$ cat src/rtl/parking_pkg.sv
// Shared types and sensor-pattern constants for the parking-lot blocks.
// ab_pattern() maps a direction and phase onto the {A,B} value driven in that phase.
package parking_pkg;

   typedef enum logic [2:0] {
      IDLE = 3'd0,
      PH1  = 3'd1,
      PH2  = 3'd2,
      PH3  = 3'd3,
      GAP  = 3'd4,
      DONE = 3'd5
   } seq_state_t;

   localparam logic [1:0] AB_ENTER_PH1 = 2'b10;
   localparam logic [1:0] AB_ENTER_PH2 = 2'b11;
   localparam logic [1:0] AB_ENTER_PH3 = 2'b01;
   localparam logic [1:0] AB_EXIT_PH1  = 2'b01;
   localparam logic [1:0] AB_EXIT_PH2  = 2'b11;
   localparam logic [1:0] AB_EXIT_PH3  = 2'b10;
   localparam logic [1:0] AB_CLEAR     = 2'b00;
   localparam logic [3:0] MAX_CARS     = 4'd15;

   function automatic logic [1:0] ab_pattern(input logic is_exit, input seq_state_t ph);
      logic [1:0] p;
      p = AB_CLEAR;
      case (ph)
         PH1:     p = is_exit ? AB_EXIT_PH1 : AB_ENTER_PH1;
         PH2:     p = is_exit ? AB_EXIT_PH2 : AB_ENTER_PH2;
         PH3:     p = is_exit ? AB_EXIT_PH3 : AB_ENTER_PH3;
         default: p = AB_CLEAR;
      endcase
      return p;
   endfunction

endpackage

$ cat src/rtl/sensor_seq_gen_if.sv
// Request / sensor-output bundle of the sensor sequence generator.
interface sensor_seq_gen_if #(
   parameter int HOLD_W = 4
);
   logic              enter_req;
   logic              exit_req;
   logic [HOLD_W-1:0] hold;
   logic              A;
   logic              B;
   logic              busy;
   logic              done;
   logic              reject;
   logic [3:0]        occupancy;

   modport master (
      output enter_req, exit_req, hold,
      input  A, B, busy, done, reject, occupancy
   );

   modport slave (
      input  enter_req, exit_req, hold,
      output A, B, busy, done, reject, occupancy
   );
endinterface

$ cat src/rtl/sensor_seq_gen_phase_timer.sv
// Per-phase down-counter: start loads and remembers the hold count, expire flags the
// last cycle of a phase and the count reloads itself for the following phase.
module phase_timer #(
   parameter int W = 4
) (
   input  logic         clk,
   input  logic         reset,
   input  logic         start,
   input  logic [W-1:0] load_val,
   input  logic         run,
   output logic         expire
);
   logic [W-1:0] cnt;
   logic [W-1:0] reload;

   always_ff @(posedge clk or posedge reset) begin
      if (reset) begin
         cnt    <= '0;
         reload <= '0;
      end else if (start) begin
         cnt    <= load_val;
         reload <= load_val;
      end else if (run) begin
         if (cnt == '0) cnt <= reload;
         else           cnt <= cnt - 1'b1;
      end
   end

   // Counting hold..0 gives hold+1 cycles per phase without needing an extra bit.
   assign expire = run && (cnt == '0);
endmodule

$ cat src/rtl/sensor_seq_gen.sv
// Parking-lot sensor stimulus generator: plays one car entry/exit {A,B} pattern per
// accepted request and keeps a model car count.
//
// state | meaning
// IDLE  | waiting; requests sampled here only
// PH1   | first sensor phase
// PH2   | both sensors covered
// PH3   | last sensor phase
// GAP   | both sensors clear
// DONE  | one-cycle completion, occupancy updated
module sensor_seq_gen
   import parking_pkg::*;
#(
   parameter int HOLD_W = 4
) (
   input  logic            clk,
   input  logic            reset,
   sensor_seq_gen_if.slave bus
);
   seq_state_t state;
   logic       dir_exit;
   logic [1:0] ab;
   logic [3:0] occ;
   logic       busy_r, done_r, reject_r;
   logic       legal_enter, legal_exit, accept, refuse, timer_run, expire;

   always_comb begin
      legal_enter = bus.enter_req && (occ != MAX_CARS);
      legal_exit  = bus.exit_req && (occ != 4'd0);
      accept      = 1'b0;
      refuse      = 1'b0;
      if (state == IDLE) begin
         // enter has priority; a simultaneous exit is dropped even when enter is refused
         accept = bus.enter_req ? legal_enter : legal_exit;
         refuse = bus.enter_req ? !legal_enter : (bus.exit_req && !legal_exit);
      end
      timer_run = (state == PH1) || (state == PH2) || (state == PH3) || (state == GAP);
   end

   phase_timer #(.W(HOLD_W)) u_timer (
      .clk      (clk),
      .reset    (reset),
      .start    (accept),
      .load_val (bus.hold),
      .run      (timer_run),
      .expire   (expire)
   );

   always_ff @(posedge clk or posedge reset) begin
      if (reset) begin
         state    <= IDLE;
         dir_exit <= 1'b0;
         ab       <= AB_CLEAR;
         occ      <= 4'd0;
         busy_r   <= 1'b0;
         done_r   <= 1'b0;
         reject_r <= 1'b0;
      end else begin
         done_r   <= 1'b0;
         reject_r <= 1'b0;
         case (state)
            IDLE: begin
               if (accept) begin
                  state    <= PH1;
                  dir_exit <= !bus.enter_req;
                  ab       <= ab_pattern(!bus.enter_req, PH1);
                  busy_r   <= 1'b1;
               end else if (refuse) begin
                  reject_r <= 1'b1;
               end
            end
            PH1: if (expire) begin
               state <= PH2;
               ab    <= ab_pattern(dir_exit, PH2);
            end
            PH2: if (expire) begin
               state <= PH3;
               ab    <= ab_pattern(dir_exit, PH3);
            end
            PH3: if (expire) begin
               state <= GAP;
               ab    <= AB_CLEAR;
            end
            GAP: if (expire) begin
               state  <= DONE;
               done_r <= 1'b1;
               occ    <= dir_exit ? occ - 4'd1 : occ + 4'd1;
            end
            DONE: begin
               state  <= IDLE;
               busy_r <= 1'b0;
            end
            default: begin
               state  <= IDLE;
               ab     <= AB_CLEAR;
               busy_r <= 1'b0;
            end
         endcase
      end
   end

   assign bus.A         = ab[1];
   assign bus.B         = ab[0];
   assign bus.busy      = busy_r;
   assign bus.done      = done_r;
   assign bus.reject    = reject_r;
   assign bus.occupancy = occ;
endmodule

$ cat src/flat_wrapper.sv
// flat-port wrapper written by rule: the top's interface ports become plain ports
module sensor_seq_gen_flat import parking_pkg::*;
#(
   parameter int HOLD_W = 4
)
  (clk, reset, bus_enter_req, bus_exit_req, bus_hold, bus_A, bus_B, bus_busy, bus_done, bus_reject, bus_occupancy);
  sensor_seq_gen_if #(.HOLD_W(HOLD_W)) bus_i ();
  input  logic clk;
  input  logic reset;
  input wire logic [$bits(bus_i.enter_req)-1:0] bus_enter_req;
  input wire logic [$bits(bus_i.exit_req)-1:0] bus_exit_req;
  input wire logic [$bits(bus_i.hold)-1:0] bus_hold;
  output wire logic [$bits(bus_i.A)-1:0] bus_A;
  output wire logic [$bits(bus_i.B)-1:0] bus_B;
  output wire logic [$bits(bus_i.busy)-1:0] bus_busy;
  output wire logic [$bits(bus_i.done)-1:0] bus_done;
  output wire logic [$bits(bus_i.reject)-1:0] bus_reject;
  output wire logic [$bits(bus_i.occupancy)-1:0] bus_occupancy;
  assign bus_i.enter_req = bus_enter_req;
  assign bus_i.exit_req = bus_exit_req;
  assign bus_i.hold = bus_hold;
  assign bus_A = bus_i.A;
  assign bus_B = bus_i.B;
  assign bus_busy = bus_i.busy;
  assign bus_done = bus_i.done;
  assign bus_reject = bus_i.reject;
  assign bus_occupancy = bus_i.occupancy;
  sensor_seq_gen #(.HOLD_W(HOLD_W)) u_core (.clk(clk), .reset(reset), .bus(bus_i));
endmodule
$ cat config.mk
export PLATFORM = sky130hd
export DESIGN_NAME = sensor_seq_gen_flat
export DESIGN_NICKNAME = d
export VERILOG_FILES = /design/src/rtl/parking_pkg.sv /design/src/rtl/sensor_seq_gen_if.sv /design/src/rtl/sensor_seq_gen_phase_timer.sv /design/src/rtl/sensor_seq_gen.sv /design/src/flat_wrapper.sv
export SDC_FILE = /design/constraint.sdc
export NUM_CORES = 1
export LEC_CHECK = 0
export BUFFER_PORTS_ARGS = -buffer_cell sky130_fd_sc_hd__buf_2
export CORE_MARGIN = 5
export CORE_UTILIZATION = 45
export CTS_BUF_LIST = sky130_fd_sc_hd__clkbuf_16
export CTS_CLUSTER_DIAMETER = 120
export DETAILED_ROUTE_END_ITERATION = 16
export PLACE_DENSITY = 0.65
export SETUP_SLACK_MARGIN = 0.02
export SYNTH_ARGS = -nofsm -noshare
export SYNTH_HDL_FRONTEND = slang
export SYNTH_HIERARCHICAL = 1
export SYNTH_SLANG_ARGS = --single-unit
$ cat constraint.sdc
create_clock -name clk -period 3 [get_ports clk]
set_input_delay 0.45 -clock clk [delete_from_list [all_inputs] [get_ports clk]]
set_output_delay 0.45 -clock clk [all_outputs]
set_load 0.01 [all_outputs]
* After elaboration in Yosys (flattened, before gate mapping)
Cells that the tools add are included.
** Word-level totals
- Bits in registers :: 21
- Bits of input ports :: 8
- Output and inout port bits :: 9
- Word-level logic and storage cells :: 74
** Cells by class
- Add/sub/neg operators :: 3
- Eq/ne operators :: 11
- Muxes and demuxes :: 28
- Bitwise logic cells :: 2
- Reductions and logical operators :: 21
** Operator list (count)
- 4-bit two-way mux :: 4
- 3-bit two-way mux :: 5
- 3-bit one-hot mux with 5 select lines :: 1
- 2-bit two-way mux :: 6
- 1-bit two-way mux :: 10
- 2-bit by 1-bit inequality test with 1-bit output (second input constant) :: 5
- 2-bit one-hot mux with 5 select lines :: 1
- 5-bit AND reduction :: 2
- 4-bit by 1-bit subtractor with 4-bit output (second input constant) :: 2
- 3-bit by 2-bit == test with 1-bit output (second input constant) :: 2
- 3-bit == test (second input constant) :: 2
- 2-bit AND reduction :: 3
- 4-bit by 1-bit adder with 4-bit output (second input constant) :: 1
- 1-bit logical AND :: 4
- 4-bit zero test :: 1
- 4-bit inequality test (second input constant) :: 1
- 4-bit nonzero test :: 1
- 4-bit OR reduction :: 1
- 3-bit by 1-bit == test with 1-bit output (second input constant) :: 1
- 1-bit zero test :: 3
- 3-bit zero test :: 1
- 1-bit logical OR :: 3
- 1-bit NOT :: 2
- 1-bit one-hot mux with 2 select lines :: 1
- other kinds (2) :: 2

* Depth between registers and ports, before layout
- Depth in word-level cells :: 9
- Mapped depth :: 9
- Gate-level depth less buffers :: 9

* By module
Netlist, hierarchy kept.
** Modules (own cells, without submodules)
- sensor_seq_gen :: instances 1, cells an instance 72, area each 754.5 um2, seq. area each 325.3 um2
- phase_timer :: instances 1, cells an instance 44, area each 434.2 um2, seq. area each 200.2 um2

* Worst setup path before layout
No wires, ideal clock.
- Path type :: register to register
- Start :: reg u_core.occ[2] (netlist: u_core/bus.occupancy[2])
- End :: reg u_core.u_timer.cnt[3]
- Setup time :: 87 ps
- Arrival time :: 1771 ps
- Data required time :: 2913 ps
- Setup slack :: 1143 ps
- Stages on the path, launching flop included :: 6
- Buffers on the path :: 0
- Period minus slack after synthesis :: 1857 ps
- Path through :: dfrtp_1 o41ai_4 o2bb2ai_2 nor2_2 or4_1 o211ai_1
** Between the ends
- Cells in the longest elaborated chain, start to end :: 5
- Elaborated cells between the ends (all ways) :: 8
- Those cells by class :: 1 x eq/ne; 3 x mux; 4 x reduce/logical
** Ends and longest elaborated chain
- from (decl) :: line sensor_seq_gen.sv:23 : logic [3:0] occ;
- from (signal assigned) :: line sensor_seq_gen.sv:87 : occ <= dir_exit ? occ - 4'd1 : occ + 4'd1;
- 4-bit inequality test / 4-bit nonzero test (equally long branches) :: line sensor_seq_gen.sv:28, sensor_seq_gen.sv:29
- 1-bit logical AND, on equally long branches :: line sensor_seq_gen.sv:28, sensor_seq_gen.sv:29
- 1-bit two-way mux * :: line sensor_seq_gen.sv:34 : accept = bus.enter_req ? legal_enter : legal_exit;
- 1-bit two-way mux * :: line sensor_seq_gen.sv:32 : if (state == IDLE) begin
- via u_core.accept :: line sensor_seq_gen.sv:25 : logic legal_enter, legal_exit, accept, refuse, timer_run, expire;
- 4-bit two-way mux / 2-bit nonzero test (equally long branches)
- to (signal assigned) :: line sensor_seq_gen_phase_timer.sv:21 : cnt <= load_val;
- to (signal assigned) :: line sensor_seq_gen_phase_timer.sv:24 : if (cnt == '0) cnt <= reload;
- to (signal assigned) :: line sensor_seq_gen_phase_timer.sv:25 : else cnt <= cnt - 1'b1;
- to (decl) :: line sensor_seq_gen_phase_timer.sv:13 : logic [W-1:0] cnt;
Mark *: on every way through the listed nets, which the timed path passes. The rest lies on a longest branch.
A chain may end at the register's enable or synchronous reset.

* Worst setup path after layout
- Start :: reg u_core.u_timer.cnt[0]
- End :: reg u_core.occ[3] (netlist: u_core/bus.occupancy[3])
** Between the ends
- Cells in the longest elaborated chain, start to end :: 3
** Ends and longest elaborated chain
- 4-bit zero test :: line sensor_seq_gen_phase_timer.sv:30 : assign expire = run && (cnt == '0);
- 1-bit logical AND :: line sensor_seq_gen_phase_timer.sv:30
- via u_core.expire :: line sensor_seq_gen.sv:25
- 2-bit AND reduction (no source line)
The timed path passes the listed nets, and every way through them passes these cells.

==> results.yml <==
run_status:
  status: "completed"
clock_network:
  cts_resized: 0
  cts-root-buf: "clkbuf_16"
  ctsHoldBuffers: 0
  h-tree-depth: 1
  path_clk_slew_ns: 0.05
  cts_tree: "done"
  clockBufferDepth: 2
  clk_latency_ns: 0.25
  numCtsBuffers: 3
  clock-sinks: 21
  cts_setup_buffers: 0
logic_synthesis:
  synth_area_mm2: 0.001189
  synth_fp_nets: 128
  synth_ff_type: "dfrtp_1"
  avgSynthCellArea_um2: 10.25
  synth.largest_area_cell: "dfrtp_1"
  yosys-top-cells-area: "dfrtp_1 44%, inv_1 4.7%, a21oi_1 4.2%"
  synth-seq-cells: 21
  syn_inst: 116
  synth-edff-count: 0
  async_flop_share: 1.000
  synth_common_cells: "21 x dfrtp_1, 15 x inv_1, 10 x a21oi_1"
  yosysUniqueCellTypes: 45
  synth_most_common_cell: "dfrtp_1"
  synth_top_cell_area_share: 0.4421
  ys_warn_count: 6
  ys_seq_area_frac: 0.4421
layout:
  fin_util: 0.5430
  final_nets: 146
  area_delta_synth_final_pct: 14.21
  drive_gt1_frac: 0.2256
  diodes: 0
floorplan:
  io-pin-count: 17
  start_util: 0.4755
  die_h_um: 61.40
  dieArea_mm2: 0.003769
  die_w_um: 61.40
  core_area_mm2: 0.002500
  rows: 18
routing:
  drc: 0
  vias_per_cell: 5.564
  wl_per_cell_um: 13.84
  wl_um: 2256
  ant_nets: 0
  initialDrtViolationCount: 39
  vias: 907
  drt_pass1_iterations: 4
placed_design:
  place_congestion: 0.8708
  pre_cts_ws_ns: 0.9313
  dpl.hpwl_um: 1704
  port_buffers: 16
critical_path:
  timing.rr.end: "u_core/bus.occupancy[3]"
  crit_top_cell: "inv_1"
  crit_chain: "inv_1 -> ha_1 -> nor3b_2 -> and2_1 -> nand3_2 -> inv_1 -> nand2_1 -> mux2i_1 -> xor2_1"
  reg2reg_from: "u_core/u_timer/cnt[0]"
  r2r_cells: 9
  arrival_ns: 2.28
  max_stage_delay_ns: 0.40
  crit_required_ns: 3.18
  rrSetupSlack_ns: 0.90
  path_class: "reg -> reg"
  cp_max_fo: 6
  slowest_stage: "dfrtp_1"
  end_kind: "flip-flop"
  cp-start-kind: "flip-flop"
sta:
  fin_ws_ns: 0.8985
  finalCritPeriodShare: 0.7005
  min_period_ns: 2.101
  setup_viol: 0
  rsz0062_at_grt: "no"
  fmax_mhz: 475.9
  skew_ns: 0.001175
  max_slew_margin: 0.5738
  finalHoldViolations: 0
  setup_tns_ns: 0
  slew_violations: 0
  tightestPinTransition_ns: 0.6386
global_route:
  grt_usage: 0.1412
  antenna_found_initial: 0
  overflow: 0
  grt_max_degree: 18
  first_global_vias: 880
  grt_pass1_wl_um: 3891
min_path:
  hold_path_class: "in -> async"
pwr:
  ir_drop_v: 0.0004902
  power_mw: 1.290
  leakage_nw: 0.6489
  power.density_mw_per_mm2: 950.5
run:
  maxCapViolCount: 0
routing by layer:
layer,up-vias,GRT usage,share of wire
met5,-,0,0
met4,0,0.06364,0.019
met3,5,0.03774,0.063
met2,27,0.2417,0.49
met1,435,0.1651,0.43
li1,440,-,-
power by group:
group | internal [mW] | switching, mW | total, mW | leakage, nW
sequential | 0.387 | 0.110 | 0.497 | 0.262
clock | 0.177 | 0.0983 | 0.276 | 0.0423
combinational | 0.240 | 0.277 | 0.517 | 0.344
flip-flops by register name, summed over array words and instances, names as in the netlist:
| signal | flops |
|---|---|
| u_core/bus.occupancy | 4 |
| u_core/u_timer/cnt | 4 |
| u_core/u_timer/reload | 4 |
| u_core/state | 3 |
| u_core/ab | 2 |
| u_core/bus.busy | 1 |
| u_core/bus.done | 1 |
| u_core/bus.reject | 1 |
| u_core/dir_exit | 1 |
per-stage QoR:
| step | cell area (um2) | hold slack (ns) | instances |
|---|---|---|---|
| 2_1_floorplan | 1189 | 0.2657 | 116 |
| 6_report | 1358 | 0.1450 | 163 |
| 3_5_place_dp | 1279 | 0.4193 | 159 |
| 5_1_grt | 1358 | 0.1756 | 163 |
| 3_3_place_gp | 1279 | 0.4132 | 159 |
| 4_1_cts | 1358 | 0.1498 | 163 |
layout by cell type (no fill, tap or decap), types with 2 or more instances in the layout:
master	n
a21oi_1	10
buf_2	16
clkbuf_16	3
dfrtp_1	21
ha_1	3
inv_1	16
mux2_2	2
mux2i_1	3
nand2_1	9
nand3_1	2
nor2_1	3
nor2b_1	2
nor3b_1	2
o21ai_0	6
or3_1	2
xnor2_1	2
xor2_1	3
worst max path at each step:
| stage | from | endpoint | slack [ns] | cells past startpoint |
|---|---|---|---|---|
| 5_1_grt | u_core/u_timer/cnt[0] | u_core/bus.occupancy[3] | 0.70 | 9 |
| 4_1_cts | u_core/bus.occupancy[2] | u_core/u_timer/cnt[3] | 0.92 | 5 |
| 3_3_place_gp | u_core/bus.occupancy[2] | u_core/u_timer/cnt[3] | 0.98 | 5 |
| 6_report | u_core/u_timer/cnt[0] | u_core/bus.occupancy[3] | 0.90 | 9 |
| 3_5_place_dp | u_core/u_timer/cnt[0] | u_core/bus.occupancy[3] | 0.93 | 9 |
| 2_1_floorplan | u_core/bus.occupancy[2] | u_core/u_timer/cnt[3] | 1.14 | 5 |
layout make-up:
cell class / instances / area (um2)
fill: 227 / 1142
multi-input combinational: 76 / 575.6
sequential: 21 / 525.5
timing repair buffer: 16 / 80.08
clock buffer: 3 / 75.07
inverter: 16 / 60.06
tap: 30 / 37.54
clock inverter: 1 / 3.754
worst max-delay path: cells and delay by family, from the launching register on:
kind / cells / cell delay (ns)
AND/OR/NAND/NOR: 4 / 0.81
multiplexers: 1 / 0.18
buffers and inverters: 2 / 0.26
flip-flops: 1 / 0.40
adder cells (fa/ha/maj): 1 / 0.21
XOR/XNOR: 1 / 0.16
kinds of logic after synthesis:
kind of cell | count (synthesis) | share of synthesized area
AND/OR/NAND/NOR | 31 | 0.1537
AO/OA/AOI/OAI | 30 | 0.1916
flip-flops | 21 | 0.4421
buffers and inverters | 19 | 0.07367
multiplexers | 6 | 0.05368
XOR/XNOR | 5 | 0.03685
adder cells (fa/ha/maj) | 4 | 0.04843
(Power assumes the default switching activity.)
